<file path="src/rtl/pwm_regs.sv">
// Single-channel PWM peripheral with a small register file on an adr/cs/wr/rd bus.
// Period and duty are double-buffered through shadow copies that reload only at a period wrap.
module pwm_regs #(
  parameter int unsigned      WIDTH      = 32,
  parameter logic [WIDTH-1:0] PERIOD_RST = '0,
  parameter logic [WIDTH-1:0] DUTY_RST   = '0
) (
  input  logic        clk,
  input  logic        rst_n,
  input  logic [31:0] adr,
  input  logic        cs,
  input  logic        wr,
  input  logic        rd,
  input  logic [31:0] d_in,
  output logic [31:0] d_out,
  output logic        pwm_out,
  output logic        period_end
);

  logic             ctrl_q, ctrl_d;
  logic [WIDTH-1:0] duty_q, duty_d;
  logic [WIDTH-1:0] period_q, period_d;
  logic [WIDTH-1:0] sh_duty_q, sh_duty_d;
  logic [WIDTH-1:0] sh_period_q, sh_period_d;
  logic [WIDTH-1:0] cnt_q, cnt_d;
  logic [31:0]      d_out_q, d_out_d;
  logic             pwm_q, pwm_d;

  logic             aligned;
  logic             wr_en;
  logic             rd_en;
  logic             per_zero;
  logic [WIDTH-1:0] per_last;
  logic             run;
  logic             wrap;
  logic [31:0]      rdata;
  logic             adr_unused;

  assign adr_unused = ^adr[31:4];

  assign aligned = (adr[1:0] == 2'b00);
  assign wr_en   = cs & wr & aligned;
  assign rd_en   = cs & rd & ~wr & aligned;

  always_comb begin
    ctrl_d   = ctrl_q;
    duty_d   = duty_q;
    period_d = period_q;
    if (wr_en) begin
      case (adr[3:2])
        2'd0:    ctrl_d   = d_in[0];
        2'd1:    duty_d   = d_in[WIDTH-1:0];
        2'd2:    period_d = d_in[WIDTH-1:0];
        default: ;
      endcase
    end
  end

  // A disable write stops the counter on the very edge it lands on.
  assign per_zero = (sh_period_q == '0);
  assign per_last = sh_period_q - WIDTH'(1);
  assign run      = ctrl_q & ctrl_d & ~per_zero;
  assign wrap     = run & (cnt_q == per_last);

  // Zero period while enabled counts as a permanent wrap so a new period is picked up at once.
  always_comb begin
    cnt_d       = '0;
    pwm_d       = 1'b0;
    sh_duty_d   = sh_duty_q;
    sh_period_d = sh_period_q;
    if (run) begin
      cnt_d = wrap ? '0 : cnt_q + WIDTH'(1);
      pwm_d = (cnt_q < sh_duty_q);
    end
    if (!ctrl_q || per_zero || wrap) begin
      sh_duty_d   = duty_q;
      sh_period_d = period_q;
    end
  end

  always_comb begin
    rdata = '0;
    case (adr[3:2])
      2'd0:    rdata[0]         = ctrl_q;
      2'd1:    rdata[WIDTH-1:0] = duty_q;
      2'd2:    rdata[WIDTH-1:0] = period_q;
      default: rdata[WIDTH-1:0] = cnt_q;
    endcase
    d_out_d = rd_en ? rdata : d_out_q;
  end

  always_ff @(posedge clk or negedge rst_n) begin
    if (!rst_n) begin
      ctrl_q      <= 1'b0;
      duty_q      <= DUTY_RST;
      period_q    <= PERIOD_RST;
      sh_duty_q   <= DUTY_RST;
      sh_period_q <= PERIOD_RST;
      cnt_q       <= '0;
      d_out_q     <= '0;
      pwm_q       <= 1'b0;
    end else begin
      ctrl_q      <= ctrl_d;
      duty_q      <= duty_d;
      period_q    <= period_d;
      sh_duty_q   <= sh_duty_d;
      sh_period_q <= sh_period_d;
      cnt_q       <= cnt_d;
      d_out_q     <= d_out_d;
      pwm_q       <= pwm_d;
    end
  end

  assign d_out      = d_out_q;
  assign pwm_out    = pwm_q;
  assign period_end = ctrl_q & ~per_zero & (cnt_q == per_last);

endmodule

</file>
<file path="config.mk">
export PLATFORM = sky130hd
export DESIGN_NAME = pwm_regs
export DESIGN_NICKNAME = d
export VERILOG_FILES = /design/src/rtl/pwm_regs.sv
export SDC_FILE = /design/constraint.sdc
export NUM_CORES = 1
export LEC_CHECK = 0
export CORE_MARGIN = 2
export CORE_UTILIZATION = 62
export DETAILED_ROUTE_END_ITERATION = 6
export PLACE_DENSITY = 0.95
export SKIP_LAST_GASP = 1
export SLEW_MARGIN = 20
export SYNTH_ARGS = -nofsm -noshare
export SYNTH_HDL_FRONTEND = slang
export SYNTH_SLANG_ARGS = --single-unit
export TNS_END_PERCENT = 20
</file>
<file path="constraint.sdc">
create_clock -name clk -period 8.6 [get_ports clk]
set_clock_uncertainty 0.1 [all_clocks]
set_input_delay 0.86 -clock clk [delete_from_list [all_inputs] [get_ports clk]]
set_output_delay 0.86 -clock clk [all_outputs]
set_load 0.03 [all_outputs]
</file>
* Word-level counts from Yosys, hierarchy flattened
Cells that the tools add are included.
Word-level totals: word-level logic and storage cells 41, bits in registers 194, memories kept 0, RAM bits 0, bits in latches 0, bits of input ports 69, memory bits (read-only) 0
Operators by class: mux-type cells 7, bitwise operators 12, div/mod/pow operators 0, reduce and logical (&&, ||, !) cells 8, magnitude comparators 1, $mul 0, equal/unequal tests 3, add/sub/neg operators 2, shifts and indexed selects 0
Operators with widths (count):
- 31-bit case mux with 3 select lines | 1
- 32-bit two-way mux | 2
- 32-bit by 1-bit adder with 32-bit output (second input constant) | 1
- 32-bit equality test | 1
- 32-bit zero test | 1
- 32-bit less-than comparator | 1
- 32-bit by 1-bit subtractor with 32-bit output (second input constant) | 1
- 1-bit bitwise AND | 10
- 2-bit zero test | 2
- 2-bit AND reduction | 2
- 1-bit two-way mux | 3
- 1-bit case mux with 3 select lines | 1
- 2-bit by 1-bit equality test with 1-bit output (second input constant) | 1
- 2-bit equality test (second input constant) | 1
- 1-bit logical OR | 2
- 1-bit inverter | 2
- 1-bit zero test | 1

* Longest topological paths before layout
word-level depth 8, mapped depth 11, mapped depth without buffers 10

* Least setup slack after synthesis
OpenSTA, ideal clock, no wires.
path type reg-to-output, from register sh_period_q[0], to output port period_end, required time 7.640 ns, path slack 4.590 ns, arrival time 3.050 ns, buffers on the path 0, stages on the path, launching flop included 10, cell sequence dfrtp_1 > inv_1 > ha_1 > nor3b_1 > nand2_1 > or4b_2 > o21ai_0 > and4bb_2 > nand4_1 > nor3_1
Between the ends: longest elaborated chain between the ends 4
RTL lines:
- start, declared | RTL line 24 | logic [WIDTH-1:0] sh_period_q, sh_period_d;
- start signal, assigned | RTL line 107 | sh_period_q <= sh_period_d;
- branches (longest 3 deep; another with 32-bit by 1-bit subtractor with 32-bit output)
- 1-bit bitwise AND (*) | RTL line 116 | assign period_end = ctrl_q & ~per_zero & (cnt_q == per_last);
- end, declared | RTL line 17 | output logic period_end
Mark *: on every way between the ends.

* Worst setup path in the final report
Same ends and word-level chain as after synthesis.

==> out/metrics.yaml <==
pre_cts_ws_ns: 3.73
root_buffer: "clkbuf_16"
async_reset_ff_share_pct: 100
grt_max_degree: 116
slew_headroom_pct: 35.5
startpoint_type: "flop"
numCtsBuffers: 17
rows: 46
rsz0062_at_grt: "false"
ctsHoldBuffers: 0
max-cap-violations: 0
p_sw_share_pct: 33.1
drt-initial-drc-count: 704
max_freq_mhz: 184
viasPerCell: 6.15
holdCritPathClass: "reg -> reg"
n_fill_cell: 1074
io_pins: 103
cp_max_fo: 6
peakVddDrop_v: 0.000152
power.total_mw: 2.81
end_kind: "primary output"
portBuffers: 74
syn-num-nets: 1008
slew_violations: 0
netlist_instances: 905
area_growth_pct: 14.6
final_cell_mix: "194 x dfrtp_1, 104 x mux2_2, 73 x clkdlybuf4s50_1"
first_pass_iters: 5
coreArea_um2: 16000
hold_viol_final: 0
placedCellCount: 1161
cp.required_ns: 7.64
overflow: 0
comb_power_share_pct: 27.0
p_sw_mw: 0.931
antenna_found_initial: 0
worstSetupPathType: "reg -> out"
first_global_vias: 7654
period_minus_slack_ns: 5.45
synth_area_leaders: "dfrtp_1 48%, mux2_2 11%, mux2_1 6.2%"
fin_tns_setup_ns: 0
wire_per_inst_um: 19.5
clock-sinks: 194
place_congestion: 0.896
stdcell_count: 1193
setup_slack_ns: 3.15
netlist_area_um2: 10200
synth_cell_types: 59
cts_tree: "built"
clk_latency_ns: 0.44
fin_hold_ws_ns: 0.378
post-cts-setup-buffers: 0
p_int_mw: 1.88
dieHeight_um: 132
synth_seq_area_share_pct: 47.6
power.density_nw_per_um2: 240
ant_nets: 0
vias: 7340
syn_area_per_cell_um2: 11.3
synth_top_area_share_pct: 47.6
clkPwrFrac_pct: 28.7
final_common_cell: "dfrtp_1"
finalSetupViolations: 0
grt_pass1_wl_um: 39100
dpl.hpwl_um: 15600
clockBufferDepth: 2
drive_above_1_share_pct: 16.9
cts_resized: 0
yosys_warnings: 0
arrival_ns: 4.49
seq_power_share_pct: 44.3
synth-seq-cells: 194
finalCritPeriodShare_pct: 63.4
grt_use_total_pct: 27.8
die_area_um2: 17500
wl_um: 23200
drc_errors: 0
die_x_um: 132
status: "complete, no violations"
cellLeakagePower_nw: 5.29
htreeDepth: 4
initial_core_util_pct: 63.7
worstMarginPinSlew_ns: 0.959
antennaDiodeCount: 0
ys.flop_type: "dfrtp_1"
path_clk_slew_ns: 0.07
synth_top_area_cell: "dfrtp_1"
nNetsFinal: 1067
synth_edf_count: 0
[synth_stat cells, types with 3 or more instances]
| cell type | count |
|---|---|
| nand4_1 | 22 |
| a21oi_1 | 9 |
| xnor2_1 | 38 |
| o22ai_1 | 3 |
| ha_1 | 34 |
| nand3_1 | 14 |
| nor2_1 | 56 |
| buf_2 | 4 |
| clkbuf_1 | 32 |
| inv_1 | 43 |
| and4_1 | 3 |
| nor3_1 | 14 |
| xor2_1 | 33 |
| o21ai_0 | 35 |
| nand2b_1 | 6 |
| and3_1 | 11 |
| mux2_2 | 104 |
| or4_1 | 8 |
| a22oi_1 | 31 |
| a21o_1 | 16 |
| buf_1 | 3 |
| mux2i_1 | 4 |
| nand4b_1 | 4 |
| nor4_1 | 16 |
| nand2_1 | 56 |
| buf_6 | 6 |
| mux2_1 | 56 |
| o41ai_1 | 3 |
| dfrtp_1 | 194 |
| or3_1 | 6 |
| a2111oi_0 | 3 |
[power groups by stage]
| stage | clock [mW] | combinational [mW] | sequential [mW] |
|---|---|---|---|
| global placement | 0 | 0.712 | 1.24 |
| global route | 0.858 | 0.827 | 1.27 |
| finish | 0.807 | 0.758 | 1.24 |
| floorplan | 0 | 0.538 | 1.22 |
| detailed placement | 0 | 0.744 | 1.25 |
| CTS | 0.816 | 0.756 | 1.24 |
[path summary, 6_finish.rpt]
path	startpoint	endpoint	slack (ns)	cells past startpoint
hold reg to reg	d_out[13]$_DFFE_PN0P_	d_out[13]$_DFFE_PN0P_	0.38	2
setup / recovery	sh_period_q[0]$_DFFE_PN0P_	period_end	3.15	10
hold / removal	d_out[13]$_DFFE_PN0P_	d_out[13]$_DFFE_PN0P_	0.38	2
min in group asynchronous	rst_n	d_out[7]$_DFFE_PN0P_	0.44	1
setup reg to reg	sh_period_q[0]$_DFFE_PN0P_	sh_period_q[0]$_DFFE_PN0P_	4.19	11
max in group asynchronous	rst_n	d_out[28]$_DFFE_PN0P_	6.46	2
[per-stage QoR]
step,util (%),cell area [um^2]
3_3_place_gp,69.3,11100
5_1_grt,73.0,11700
6_report,73.0,11700
3_5_place_dp,69.3,11100
2_1_floorplan,-,10200
4_1_cts,73.0,11700
[registers in the layout, summed over array words and instances, names as in the netlist]
signal and flops:
cnt_q 32, pwm_out 1, duty_q 32, ctrl_q 1, period_q 32, sh_period_q 32, sh_duty_q 32, d_out 32
[per-layer routing]
| metal | part of all wire [%] | routed length, um | track usage [%] |
|---|---|---|---|
| met1 | 43 | 10000 | 36.9 |
| met2 | 49 | 11400 | 46.4 |
| met3 | 5.4 | 1250 | 4.50 |
| met4 | 2.4 | 552 | 10.5 |
| met5 | 0 | 0 | 0 |
[kinds of logic (layout without fill, tap and decap cells)]
group,Yosys count,after routing,share of synthesized area [%]
flip-flops,194,194,47.6
multiplexers,165,165,18.3
adder cells (fa/ha/maj),34,34,4.17
XOR/XNOR,71,71,6.10
buffers and inverters,88,160,3.73
AO/OA/AOI/OAI,121,121,8.21
AND/OR/NAND/NOR,232,232,11.9
[cell type report]
cell class / count / area, um^2 / area share (%)
tap: 216 / 270 / 2.31
clock inverter: 13 / 148 / 1.26
timing repair buffer: 85 / 827 / 7.08
inverter: 43 / 161 / 1.38
multi-input combinational: 623 / 4970 / 42.5
clock buffer: 19 / 453 / 3.88
sequential: 194 / 4850 / 41.6
[critical path, stage by stage (launching register included)]
cell             delay [ns]
dfrtp_1                0.46
inv_1                  0.12
ha_1                   0.22
nor3b_1                0.63
nand2_1                0.26
or4b_2                 0.66
o21ai_0                0.18
and4bb_2               0.30
nand4_1                0.13
nor3_1                 0.34
clkdlybuf4s50_1        0.75
Note: power is estimated with default switching activity, not from simulation.
